$ cat config.mk
export PLATFORM = sky130hd
export DESIGN_NAME = spi_reg_bridge
export DESIGN_NICKNAME = d
export VERILOG_FILES = /design/src/rtl/spi_pkg.sv /design/src/rtl/spi_addr_counter.sv /design/src/rtl/spi_reg_bridge.sv
export SDC_FILE = /design/constraint.sdc
export NUM_CORES = 1
export LEC_CHECK = 0
export CAP_MARGIN = 5
export CORE_ASPECT_RATIO = 1.1
export CORE_UTILIZATION = 44
export DETAILED_ROUTE_END_ITERATION = 12
export PLACE_DENSITY = 0.79
export REMOVE_ABC_BUFFERS = 1
export SYNTH_ARGS = -nofsm -noshare
export SYNTH_HDL_FRONTEND = slang
export SYNTH_SLANG_ARGS = --single-unit
$ cat constraint.sdc
create_clock -name clk -period 1.8 [get_ports clk]
set_clock_uncertainty 0.1 [all_clocks]
set_input_delay 0.36 -clock clk [delete_from_list [all_inputs] [get_ports clk]]
set_output_delay 0.36 -clock clk [all_outputs]
set_load 0.02 [all_outputs]
$ cat src/rtl/spi_pkg.sv
`default_nettype none
// ============================================================================
// spi_pkg : shared types and constants for the SPI register bridge
// Revision: 1.0
// ============================================================================
package spi_pkg;

    typedef enum logic [1:0] {
        ST_IDLE = 2'd0,
        ST_CMD  = 2'd1,
        ST_WR   = 2'd2,
        ST_RD   = 2'd3
    } spi_state_e;

    // Source selection for the next transmit byte
    typedef enum logic [1:0] {
        TX_HOLD  = 2'd0,
        TX_SIG   = 2'd1,
        TX_ZERO  = 2'd2,
        TX_FETCH = 2'd3
    } tx_sel_e;

    localparam int         CMD_READ_BIT      = 7;
    localparam logic [7:0] DEFAULT_SIGNATURE = 8'hA5;

endpackage
`default_nettype wire

$ cat src/rtl/spi_addr_counter.sv
`default_nettype none
// ============================================================================
// spi_addr_counter : loadable wrapping address incrementer (load wins over inc)
// Revision: 1.0
// ============================================================================
module spi_addr_counter #(
    parameter int ADDR_W = 7
) (
    input  logic              clk,
    input  logic              rst_n,
    input  logic              i_load,
    input  logic [ADDR_W-1:0] i_load_val,
    input  logic              i_inc,
    output logic [ADDR_W-1:0] o_addr
);

    logic [ADDR_W-1:0] r_addr;

    always_ff @(posedge clk or negedge rst_n) begin
        if (!rst_n) begin
            r_addr <= '0;
        end else if (i_load) begin
            r_addr <= i_load_val;
        end else if (i_inc) begin
            r_addr <= r_addr + ADDR_W'(1);
        end
    end

    assign o_addr = r_addr;

endmodule
`default_nettype wire

$ cat src/rtl/spi_reg_bridge.sv
`default_nettype none
// ============================================================================
// spi_reg_bridge : turns SPI frames (command byte + data bytes) into register
//                  bus reads/writes with address auto-increment
// Revision: 1.0
// ============================================================================
module spi_reg_bridge #(
    parameter int         ADDR_W    = 7,
    parameter logic [7:0] SIGNATURE = spi_pkg::DEFAULT_SIGNATURE
) (
    input  logic              clk,
    input  logic              rst_n,
    input  logic              i_spi_ss,
    input  logic              i_rx,
    input  logic [7:0]        i_rx_data,
    input  logic              i_tx,
    output logic [7:0]        o_tx_data,
    output logic [ADDR_W-1:0] o_reg_addr,
    output logic [7:0]        o_reg_wdata,
    output logic              o_reg_wr,
    output logic              o_reg_rd,
    input  logic [7:0]        i_reg_rdata,
    output logic              o_busy,
    output logic              o_err
);

    import spi_pkg::*;

    spi_state_e r_state;
    spi_state_e w_next;
    tx_sel_e    w_tx_sel;

    logic [7:0] r_tx_data;
    logic [7:0] r_reg_wdata;
    logic       r_reg_wr;
    logic       r_reg_rd;
    logic       r_rd_d;
    logic       r_fetch_pend;
    logic       r_err;

    logic w_load;
    logic w_inc;
    logic w_wr_set;
    logic w_rd_set;
    logic w_fetch_set;
    logic w_fetch_clr;
    logic w_err_set;
    logic w_err_clr;

    always_ff @(posedge clk or negedge rst_n) begin
        if (!rst_n) begin
            r_state <= ST_IDLE;
        end else begin
            r_state <= w_next;
        end
    end

    always_comb begin
        w_next      = r_state;
        w_tx_sel    = TX_HOLD;
        w_load      = 1'b0;
        w_inc       = r_reg_wr;     // write address advances the cycle after reg_wr
        w_wr_set    = 1'b0;
        w_rd_set    = 1'b0;
        w_fetch_set = 1'b0;
        w_fetch_clr = 1'b0;
        w_err_set   = 1'b0;
        w_err_clr   = 1'b0;

        // Slave-select high wins over everything, including a coincident byte
        if (i_spi_ss) begin
            w_next      = ST_IDLE;
            w_tx_sel    = TX_SIG;
            w_fetch_clr = 1'b1;
        end else begin
            case (r_state)
                ST_IDLE: begin
                    w_next    = ST_CMD;
                    w_err_clr = 1'b1;
                    w_tx_sel  = TX_SIG;
                end
                ST_CMD: begin
                    if (i_rx) begin
                        w_load = 1'b1;
                        if (i_rx_data[CMD_READ_BIT]) begin
                            w_next      = ST_RD;
                            w_rd_set    = 1'b1;
                            w_fetch_set = 1'b1;
                        end else begin
                            w_next   = ST_WR;
                            w_tx_sel = TX_ZERO;
                        end
                    end
                end
                ST_WR: begin
                    w_tx_sel = TX_ZERO;
                    if (i_rx) begin
                        w_wr_set  = 1'b1;
                        w_err_set = r_reg_wr;
                    end
                end
                ST_RD: begin
                    if (r_rd_d) begin
                        w_tx_sel    = TX_FETCH;
                        w_fetch_clr = 1'b1;
                    end
                    // A byte was just loaded: move on and prefetch the next one
                    if (i_tx) begin
                        w_inc       = 1'b1;
                        w_rd_set    = 1'b1;
                        w_fetch_set = 1'b1;
                        w_err_set   = r_fetch_pend;
                    end
                end
                default: begin
                    w_next = ST_IDLE;
                end
            endcase
        end
    end

    always_ff @(posedge clk or negedge rst_n) begin
        if (!rst_n) begin
            r_tx_data    <= SIGNATURE;
            r_reg_wdata  <= 8'h00;
            r_reg_wr     <= 1'b0;
            r_reg_rd     <= 1'b0;
            r_rd_d       <= 1'b0;
            r_fetch_pend <= 1'b0;
            r_err        <= 1'b0;
        end else begin
            r_reg_wr <= w_wr_set;
            r_reg_rd <= w_rd_set;
            r_rd_d   <= r_reg_rd;

            if (w_wr_set) begin
                r_reg_wdata <= i_rx_data;
            end

            if (w_fetch_set) begin
                r_fetch_pend <= 1'b1;
            end else if (w_fetch_clr) begin
                r_fetch_pend <= 1'b0;
            end

            if (w_err_clr) begin
                r_err <= 1'b0;
            end else if (w_err_set) begin
                r_err <= 1'b1;
            end

            case (w_tx_sel)
                TX_SIG:   r_tx_data <= SIGNATURE;
                TX_ZERO:  r_tx_data <= 8'h00;
                TX_FETCH: r_tx_data <= i_reg_rdata;
                default:  r_tx_data <= r_tx_data;
            endcase
        end
    end

    spi_addr_counter #(
        .ADDR_W (ADDR_W)
    ) u_addr_counter (
        .clk        (clk),
        .rst_n      (rst_n),
        .i_load     (w_load),
        .i_load_val (i_rx_data[ADDR_W-1:0]),
        .i_inc      (w_inc),
        .o_addr     (o_reg_addr)
    );

    assign o_tx_data   = r_tx_data;
    assign o_reg_wdata = r_reg_wdata;
    assign o_reg_wr    = r_reg_wr;
    assign o_reg_rd    = r_reg_rd;
    assign o_busy      = (r_state != ST_IDLE);
    assign o_err       = r_err;

endmodule
`default_nettype wire

==> summary.txt <==
Status
  • Status: completed

Clock tree
  • H-Tree Depth: 2
  • CTS tree: built
  • Setup Buffers After CTS: 0
  • Maximum root-to-sink buffer count: 2
  • Clk pin slew, worst setup/hold paths: around 80 ps
  • Clock sink count: 30
  • Clk_lat worst skew: 320 ps
  • Num CTS Buffers: 5
  • Clock tree root buffer cell: clkbuf_4

Synthesis
  • Dominant cells by area after synthesis: dfrtp_1, dfstp_2, mux2_2
  • Leading cell types by count after synthesis: dfrtp_1, a21oi_1, nor2_1, o21ai_0, mux2_2
  • Area leader, netlist: dfrtp_1
  • Top-count cell post-synth: dfrtp_1
  • Post-synth EDFFs: 0
  • Yosys reg bits: 30
  • Syn Area/Cell: 11.6 um^2
  • Ys async rst share: 100%
  • Synth Flop Type: dfrtp_1
  • Post-Syn Area: 1360 um^2
  • Yosys warning total: 0
  • Register area share after synthesis: between 50% and 60%
  • Post-Syn Instances: about 120
  • Post-synth cell types: 30
  • Share of the synthesized area in the top cell type: 47.8%

Critical path
  • CP startpoint kind: register
  • CP top delay family: buffers and inverters
  • CP bufs+invs: 1
  • WP data required: ~1300 ps
  • CP Data Arrival Time: approximately 1300 ps
  • Setup CP Type: register to primary output
  • Worst-path fanout max: 2
  • Worst Setup End Kind: primary output
  • Critical path cell sequence: clkdlybuf4s50_1
  • Worst path max stage delay: between 600 and 700 ps
  • Crit-path slowest cell: clkdlybuf4s50_1

Floorplanning
  • Initial Util: between 40% and 50%
  • Core Region: about 2900 um^2
  • Die Span X: between 50 and 60 um
  • Die ar.: between 3000 and 4000 um^2
  • FP Rows: 20
  • Number of top-level pins: 48
  • Die height: between 60 and 70 um

Power and ir drop
  • Peak supply drop: around 0.85 mV
  • PwrDens: 1020 nW/um^2
  • LEAKAGE: 0.938 nW

GRT
  • Global-route wire length before repair: a little under 5000 um
  • Grt met1 use: 27.7%
  • Gr ovfl total: 0
  • Pin count of the biggest net entering global routing: 31
  • All-Layer GR Usage: 20.9%
  • Initial antenna violation count: 0
  • Busiest grt layer: met2
  • GR Layer Usage met2: about a third
  • Met3 Usage GRT: under 10%
  • Vias in the first global route: roughly 1100

Routing
  • WL final: 3020 um
  • Vias per cell: about 5.4
  • Vias after detailed routing: 1158
  • DR pass1 iterations: 4
  • DR WL/cell: roughly 14 um
  • Starting DRT DRC Count: 27
  • Routed Antenna Nets: 0
  • DRC viols: 0

Layout
  • Final Net Count: between 200 and 250
  • Layout cells sized above 1: between 20% and 30%
  • Core Util, Final: 70.3%
  • # diodes: 0
  • P&R area growth vs syn: 47.3%
  • Non-Filler Instances: ~220

Timing
  • Slew Viols, Final: 0
  • Fin crit period: between 1500 and 2000 ps
  • Tightest hold margin: between 200 and 300 ps
  • RSZ-0062 raised after global routing: false
  • Final Hold Viols: 0
  • Least-Margin Pin Slew: 373 ps
  • Crit share post-route: between 90% and 100%
  • Slew HR: 75.1%
  • Peak Freq: approximately 0.57 GHz
  • # setup viols final: 0

Placed design
  • Port bufs: between 40 and 50
  • Gpl congestion: 0.819
  • HPWL after detailed placement: approximately 2300 um
  • Placed cells: approximately 210

Run
  • Max-Cap Viols: 0

Min path
  • Hold WC Path Type: register to register
[state kept, by name, summed over array words and instances, names as in the netlist]
| signal | cells |
|---|---|
| o_reg_wdata | 8 |
| o_tx_data | 8 |
| u_addr_counter.o_addr | 7 |
| r_state | 2 |
| o_err | 1 |
| o_reg_rd | 1 |
| o_reg_wr | 1 |
| r_fetch_pend | 1 |
| r_rd_d | 1 |
[cell type report]
| cell class | count | area, um^2 |
|---|---|---|
| fillers | 238 | 847 |
| flip-flops and latches | 30 | 756 |
| repair buffers | 63 | 583 |
| multi-input cells | 81 | 573 |
| clock buffers | 7 | 45.0 |
| well taps | 33 | 41.3 |
| inverters | 2 | 7.51 |
[worst paths after layout]
kind | start | to | slack [ps] | cells after the start
max in group asynchronous | rst_n | o_tx_data[0]$_DFFE_PN1P_ | 970 | 2
worst min register to register | o_reg_rd$_DFF_PN0_ | r_rd_d$_DFF_PN0_ | 290 | 0
worst max register to register | r_state[1]$_DFFE_PN0P_ | o_tx_data[4]$_DFFE_PN0P_ | 200 | 6
worst min-delay path | o_reg_rd$_DFF_PN0_ | r_rd_d$_DFF_PN0_ | 290 | 0
worst max-delay path | o_reg_wdata[0]$_DFFE_PN0P_ | o_reg_wdata[0] | 40 | 1
min in group asynchronous | rst_n | o_reg_wdata[1]$_DFFE_PN0P_ | 310 | 2
[report_power, final]
part	leakage [nW]	switching (mW)	total (mW)	internal (mW)
Sequential	0.373	0.119	0.944	0.825
Combinational	0.540	0.374	0.747	0.373
Clock	0.0254	0.209	0.356	0.147
[per-stage QoR]
step / total power, mW / instance area, um^2 / TNS (ps) / setup slack (ps)
finish: 2.05 / 2010 / 0 / 38.1
global route: 2.17 / 2010 / 0 / 4.73
CTS: 2.07 / 2000 / 0 / 16.8
detailed placement: 1.77 / 1970 / -4670 / -253
global placement: 1.74 / 1970 / -3510 / -187
floorplan: 1.32 / 1340 / 0 / 216
[repair_timing]
action,CTS,global route
hold buffers,0,0
endpoints found under the setup margin,11,5
resized for setup,12,5
[layer usage]
layer / vias to the layer above / share of wire, %
li1: 566 / -
met4: 0 / 1.5
met5: - / 0
met1: 556 / 44
met2: 31 / 50
met3: 5 / 4.5
[worst register-to-register path, cell delays in order, from the launching register on]
cell,delay (ps)
dfrtp_1,390
buf_4,170
nor3b_1,230
buf_4,170
nor3b_2,40
buf_4,160
a22o_1,230
[cells in the final DEF, fill, tap and decap left out]
cell type and n:
dfstp_2 4, o2111ai_1 2, nand4_1 1, a21o_1 4
dlygate4sd2_1 10, nor2_1 9, nand3_1 3, mux2_2 8
nor3b_2 2, nor3b_1 1, nand2_1 7, inv_2 1
nand2b_1 2, a21oi_1 10, clkbuf_4 5, and4b_1 1
nand3b_1 1, dfrtp_1 26, clkbuf_1 2, mux2i_1 1
a31o_2 1, dlymetal6s2s_1 4, clkdlybuf4s50_1 32, clkbuf_2 1
and4_1 2, buf_4 16, nor4b_4 1, o211ai_1 2
ha_1 1, a22o_1 5, and3_1 1, or2_2 1
xor2_1 6, o21ai_0 9, inv_1 1
[cells by family (layout without fill, tap and decap cells)]
logic type	Yosys count	in the layout	share of synthesized area, %
and+or+nand+nor	32	32	14.5
muxes	9	9	7.35
AOI/OAI and AO/OA	33	33	15.4
adders and majority gates	1	1	0.919
DFF	30	30	55.5
buffers and inverters	6	72	2.39
xor gates and xnor gates	6	6	3.86
Power figures use the tool's default switching activity.
